$ cat src/rtl/input_shift_register.sv
// Input shift register for one PIO state machine: packs IN/MOV data into
// 32-bit words and pushes them to the RX FIFO explicitly or by autopush.
module input_shift_register (
  input  logic        clk,
  input  logic        rst,
  input  logic [31:0] in_src,
  input  logic        shift_en,
  input  logic [4:0]  shift_count,
  input  logic        shiftdir,
  input  logic        autopush,
  input  logic [4:0]  push_thresh,
  input  logic        push_en,
  input  logic        push_iffull,
  input  logic        push_block,
  input  logic        mov_en,
  input  logic [31:0] mov_in,
  input  logic        fifo_full,
  output logic        fifo_push,
  output logic [31:0] fifo_data,
  output logic [31:0] mov_out,
  output logic [5:0]  input_shift_counter,
  output logic        stall,
  output logic        rx_dropped
);

  localparam int unsigned DataW = 32;
  localparam int unsigned CntW  = 6;

  typedef enum logic [0:0] {
    IDLE      = 1'b0,
    PUSH_WAIT = 1'b1
  } state_e;

  state_e             state_q, state_d;
  logic [DataW-1:0]   isr_q, isr_d;
  logic [CntW-1:0]    cnt_q, cnt_d;
  logic               dropped_q, dropped_d;

  logic [CntW-1:0]    n, t, cnt_sh;
  logic [CntW:0]      cnt_sum;
  logic [DataW-1:0]   in_masked, isr_sh;
  logic               push_c;
  logic [DataW-1:0]   data_c;

  // Decode 0-encodes-32 fields and compute the post-shift ISR and count.
  always_comb begin
    n         = (shift_count == 5'd0) ? CntW'(32) : CntW'(shift_count);
    t         = (push_thresh == 5'd0) ? CntW'(32) : CntW'(push_thresh);
    in_masked = in_src & DataW'((64'd1 << n) - 64'd1);
    if (shiftdir)
      isr_sh = (isr_q >> n) | (in_masked << (CntW'(32) - n));
    else
      isr_sh = (isr_q << n) | in_masked;
    cnt_sum = (CntW+1)'(cnt_q) + (CntW+1)'(n);
    cnt_sh  = (cnt_sum > (CntW+1)'(32)) ? CntW'(32) : CntW'(cnt_sum);
  end

  always_comb begin
    state_d   = state_q;
    isr_d     = isr_q;
    cnt_d     = cnt_q;
    dropped_d = dropped_q;
    push_c    = 1'b0;
    data_c    = isr_q;
    case (state_q)
      IDLE: begin
        if (mov_en) begin
          isr_d = mov_in;
          cnt_d = '0;
        end else if (push_en) begin
          if (!(push_iffull && (cnt_q < t))) begin
            if (!fifo_full) begin
              push_c = 1'b1;
              isr_d  = '0;
              cnt_d  = '0;
            end else if (push_block) begin
              state_d = PUSH_WAIT;
            end else begin
              isr_d     = '0;
              cnt_d     = '0;
              dropped_d = 1'b1;
            end
          end
        end else if (shift_en) begin
          if (autopush && (cnt_sh >= t)) begin
            if (!fifo_full) begin
              push_c = 1'b1;
              data_c = isr_sh;
              isr_d  = '0;
              cnt_d  = '0;
            end else begin
              isr_d   = isr_sh;
              cnt_d   = cnt_sh;
              state_d = PUSH_WAIT;
            end
          end else begin
            isr_d = isr_sh;
            cnt_d = cnt_sh;
          end
        end
      end
      PUSH_WAIT: begin
        if (!fifo_full) begin
          push_c  = 1'b1;
          isr_d   = '0;
          cnt_d   = '0;
          state_d = IDLE;
        end
      end
      default: state_d = IDLE;
    endcase
  end

  always_ff @(posedge clk) begin
    if (rst) begin
      state_q   <= IDLE;
      isr_q     <= '0;
      cnt_q     <= '0;
      dropped_q <= 1'b0;
    end else begin
      state_q   <= state_d;
      isr_q     <= isr_d;
      cnt_q     <= cnt_d;
      dropped_q <= dropped_d;
    end
  end

  // Push strobe is same-cycle; suppressed while reset is asserted.
  assign fifo_push           = push_c & ~rst;
  assign fifo_data           = data_c;
  assign mov_out             = isr_q;
  assign input_shift_counter = cnt_q;
  assign stall               = (state_q == PUSH_WAIT);
  assign rx_dropped          = dropped_q;

endmodule

$ cat config.mk
export PLATFORM = sky130hd
export DESIGN_NAME = input_shift_register
export DESIGN_NICKNAME = d
export VERILOG_FILES = /design/src/rtl/input_shift_register.sv
export SDC_FILE = /design/constraint.sdc
export NUM_CORES = 1
export LEC_CHECK = 0
export BUFFER_PORTS_ARGS = -buffer_cell sky130_fd_sc_hd__buf_2
export CAP_MARGIN = 20
export CORE_ASPECT_RATIO = 0.8
export CORE_UTILIZATION = 40
export CTS_BUF_LIST = sky130_fd_sc_hd__clkbuf_8
export CTS_CLUSTER_DIAMETER = 200
export CTS_CLUSTER_SIZE = 30
export DETAILED_ROUTE_END_ITERATION = 10
export HOLD_SLACK_MARGIN = 0.03
export PLACE_DENSITY_LB_ADDON = 0.3
export REMOVE_ABC_BUFFERS = 1
export SLEW_MARGIN = 40
export SYNTH_ARGS = -nofsm -noshare
export SYNTH_HDL_FRONTEND = slang
export SYNTH_SLANG_ARGS = --single-unit
$ cat constraint.sdc
create_clock -name clk -period 19.4 [get_ports clk]
set_input_delay 2.91 -clock clk [delete_from_list [all_inputs] [get_ports clk]]
set_output_delay 2.91 -clock clk [all_outputs]
set_load 0.02 [all_outputs]
; ---- Yosys cells after proc, flatten, opt, wreduce, memory -nomap -nowiden
; Index checks and enable logic that the tools add are counted.
[totals]
output_inout_bits = 73
ff_bits = 40
inputBits = 84
word_cells = 79
[classes]
shifts = 4
n_eq_ne = 4
magnitude_cmp = 3
n_reduce_logical = 6
n_addsub = 3
n_mux = 46
bitwise = 9
[op_table]
columns = op, n
row1 = 32-bit two-way mux, 16
row2 = 6-bit two-way mux, 12
row3 = 32-bit bitwise OR, 2
row4 = 32-bit one-hot mux with 2 select lines, 1
row5 = 32-bit by 6-bit << shifter with 32-bit output, 2
row6 = 32-bit bitwise AND, 1
row7 = "1-bit by 6-bit << shifter with 32-bit output, first input constant", 1
row8 = 32-bit by 6-bit right shift with 32-bit output, 1
row9 = "32-bit by 1-bit subtractor with 32-bit output, second input constant", 1
row10 = 1-bit two-way mux, 14
row11 = 6-bit one-hot mux with 2 select lines, 1
row12 = 5-bit logical NOT, 2
row13 = "4-bit inequality test, second input constant", 2
row14 = 6-bit by 6-bit adder with 7-bit output, 1
row15 = "7-bit by 6-bit > comparator with 1-bit output, second input constant", 1
row16 = 6-bit >= comparator, 1
row17 = 6-bit less-than comparator, 1
row18 = 6-bit AND reduction, 1
row19 = "6-bit subtractor, first input constant", 1
row20 = "5-bit inequality test, second input constant", 1
row21 = 1-bit inverter, 5
row22 = 1-bit one-hot mux with 2 select lines, 2
row23 = 4-bit AND reduction, 1
row24 = 1-bit logical AND, 2
row25 = other kinds (2), 2

; ---- Depth between registers and ports, before layout
[depth]
depth_word = 14
mapped_depth = 25
ltp_nobuf = 18

; ---- Worst setup path before layout
; Ideal clock, no wire load.
[synth_timing]
path_type = input -> output
start = input shift_count[2]
end = output fifo_data[15]
path_slack_ns = 8.762
stages = 23
arrival_ns = 7.728
path_cell_list = buf_6 buf_6 buf_2 buf_4 buf_2 buf_1 clkbuf_1 ha_1 a21oi_1 o21bai_1 and4_1 o21ai_2 o21ai_0 and2_1 ha_1 a2111oi_0 nor3_1 a21oi_1 or3b_2 or4_1 clkbuf_1 clkbuf_1 o31ai_1
[synth_via]
elab_chain_cells = 14
[synth_rtl]
columns = item, line_no
row1 = "start, declared", 8  ; input logic [4:0] shift_count,
row2 = 5-bit logical NOT, 47  ; n = (shift_count == 5'd0) ? CntW'(32) : CntW'(shift_count);
row3 = 6-bit two-way mux *, 47
row4 = 1-bit by 6-bit << shifter with 32-bit output, 49  ; in_masked = in_src & DataW'((64'd1 << n) - 64'd1);
row5 = 32-bit by 1-bit subtractor with 32-bit output, 49
row6 = 32-bit bitwise AND, 49
row7 = 32-bit by 6-bit << shifter with 32-bit output, 51  ; isr_sh = (isr_q >> n) | (in_masked << (CntW'(32) - n));
row8 = 32-bit bitwise OR, 51
row9 = 32-bit two-way mux, 50  ; if (shiftdir)
row10 = 32-bit two-way mux, 86  ; if (!fifo_full) begin
row11 = 32-bit two-way mux *, 85  ; if (autopush && (cnt_sh >= t)) begin
row12 = 32-bit two-way mux *, 84  ; end else if (shift_en) begin
row13 = 32-bit two-way mux *, 70  ; end else if (push_en) begin
row14 = 32-bit two-way mux *, 67  ; if (mov_en) begin
row15 = 32-bit two-way mux *, 65  ; case (state_q)
row16 = "end, declared", 19  ; output logic [31:0] fifo_data,
; Mark *: on every way between the ends. The rest lies on a longest branch, timed or not.

; ---- Worst setup path in the final report
[layout_timing]
start = input shift_count[1]
end = output fifo_data[24]
; The elaborated chain is that of the path after synthesis.

==> metrics <==
IO buf count 156; worst-path maximum fanout between 50 and 60; clock skew approximately 0.012 ns; FF-to-FF Start input_shift_counter[0]; Hold Crit Start rx_dropped; Clock Latency Late Sink 0.34 ns; DP Worst Slack approximately 8.3 ns; Post-Layout Cell Count around 1,800; gr ovfl total 0; WS Path Type input pin to output port; Lkg Pwr roughly 4.3 nW; Tightest Pin Transition 0.947 ns; Worst IR Drop VDD about 34 µV; Max clock buf depth 2; PnR worst setup slack 8.16 ns; number of synthesized flops with an enable pin 0; clock-pin slew on the worst setup and hold paths about 0.10 ns; die height between 100 and 150 µm; Inst Count DP approximately 1,800; Rows 51; Worst Path Required ~16 ns; Root Driver clkbuf_8; CP arrival approximately 8.3 ns; endpoint class of the critical path output port; fraction of layout cells with a size suffix above 1 between 20% and 30%; Mapped Area about 9900 µm²; instance count of the mapped netlist 1,404; Critical path origin shift_count[1]; Area Overhead vs Synth 9.47%; CTS tree yes; status complete, no violations; Power Total ~500 µW; Yosys reg bits 40; Final period util about 58%; Hold Violations, Final 0; number of antenna violations at the first check in global routing 0; commonest non-fill, non-tap cells in the layout 154 x buf_2, 149 x nand2_1, 146 x nor2_1; via-per-instance ratio approximately 7.2; first-pass detailed-route iteration total 8; Worst setup SP type input pin; Die X between 150 and 200 µm; DIE AREA ~25,000 µm²; CTS buffer count 5; Post-CTS Setup Bufs 0; RSZ-0062 raised after global routing no; synth warn 0; min cycle time layout around 11 ns; Total GRT Usage around 42%; final WL between 50 and 60 mm; share of synthesized registers carrying an async set or reset 0%; post-cts sizing count 0; routed len/inst 30.5 µm; IO Pins 157; Final #Nets 1,575; normalized max-slew margin between 30% and 40%; Clock H-tree levels 2; sequential area share after synthesis 8.12%; endpoints failing setup 0; MaxCap Viol Count 0; worst hold path type register to register; total vias in the final route about 13,000; antenna-violating nets left 0; CTS sink count 40; largest net degree at the start of global routing between 50 and 60; setup TNS 0 ns; floorplan core area ~24,000 µm²; Iter 0 DRT Violations 2,231; most common cell after layout, fill and taps aside buf_2; Antenna diodes 0; fmax 89.0 MHz; hpwl dp between 40 and 50 mm; commonest register cell after synthesis dfxtp_1; PwrDens 45.9 nW/µm²; Initial Util between 40 and 50%; Slew Viols, Final 0; synth unique cells 104; first-pass GRT wire length approximately 80 mm; Syn Area/Cell 7.03 µm²; GPL Wtd Cong 1.06; Post-CTS Hold Fix Bufs 0; WHS about 0.55 ns; vias in the first global route ~11,000; Residual DRC 0
-- path summary, 6_finish.rpt --
check | end | slack [ns] | cells past startpoint
setup / recovery | fifo_data[24] | 8.16 | 18
setup reg to reg | mov_out[21] | 14.37 | 17
hold reg to reg | rx_dropped | 0.55 | 2
hold / removal | rx_dropped | 0.55 | 2
-- cell type report --
type | instances | area [µm²]
Clock buffer | 5 | 68.8
Clock inverter | 3 | 42.5
Fill cell | 2632 | 13400
Inverter | 33 | 124
Multi-Input combinational cell | 1194 | 8280
Sequential cell | 40 | 801
Tap cell | 318 | 398
Timing Repair Buffer | 196 | 1090
-- synthesized netlist by cell type, types with 23 or more instances --
library cell	instances	share of area [%]
o22ai_1	28	1.8
inv_1	27	1.0
nor2_1	146	5.6
clkbuf_1	59	2.2
mux4_2	25	5.7
a22oi_1	46	3.5
o21ai_0	76	3.9
mux2i_1	67	6.8
dfxtp_1	40	8.1
a31oi_1	26	1.6
a21oi_1	94	4.8
buf_2	40	2.0
nor3_1	32	1.6
nand3_1	34	1.7
o211ai_1	26	2.0
mux2_2	44	5.0
a211oi_1	23	1.8
nand2_1	149	5.7
-- cells by family after synthesis --
logic type,count (synthesis),share of synthesized area (%)
AOI/OAI and AO/OA,520,37.1
xor gates and xnor gates,18,1.60
adders and majority gates,22,2.76
buffers and inverters,171,8.50
DFF,40,8.12
muxes,136,17.5
other,1,0.0380
and+or+nand+nor,496,24.4
-- state kept, by name (all words and copies together), names as in the netlist --
name	count
input_shift_counter	6
stall	1
rx_dropped	1
mov_out	32
-- through the flow --
stage,cell area (µm²),utilization (%)
global placement,10700,43.9
CTS,10800,44.5
finish,10800,44.5
global route,10800,44.5
floorplan,9160,-
detailed placement,10700,44.0
-- layer usage --
| metal | vias to the layer above | track usage, % | part of all wire (%) |
|---|---|---|---|
| met5 | - | 0 | 0 |
| met4 | 0 | 11.0 | 2.7 |
| met3 | 97 | 11.2 | 13 |
| met2 | 959 | 60.2 | 41 |
| met1 | 6267 | 61.1 | 43 |
| li1 | 5545 | - | - |
-- critical path, cell delays in order --
cell and delay (ns):
buf_4 0.27, buf_4 0.39, or3_1 0.53, nor2_2 0.47, ha_1 0.37, and4_1 0.20, o21ai_2 0.33, o21ai_0 0.18
and2_1 0.19, ha_1 0.27, a2111oi_0 0.08, nor3_1 0.20, a21oi_1 0.09, or3b_2 0.49, or4_4 0.72, nand2b_1 0.25
o21ai_1 0.13, buf_2 0.18
-- power breakdown --
| group | switching, mW | internal [mW] | leakage (nW) | total (mW) |
|---|---|---|---|---|
| Sequential | 0.0131 | 0.0873 | 0.329 | 0.100 |
| Clock | 0.0385 | 0.0382 | 0.0541 | 0.0767 |
| Combinational | 0.216 | 0.103 | 3.95 | 0.319 |
(Power assumes the default switching activity.)
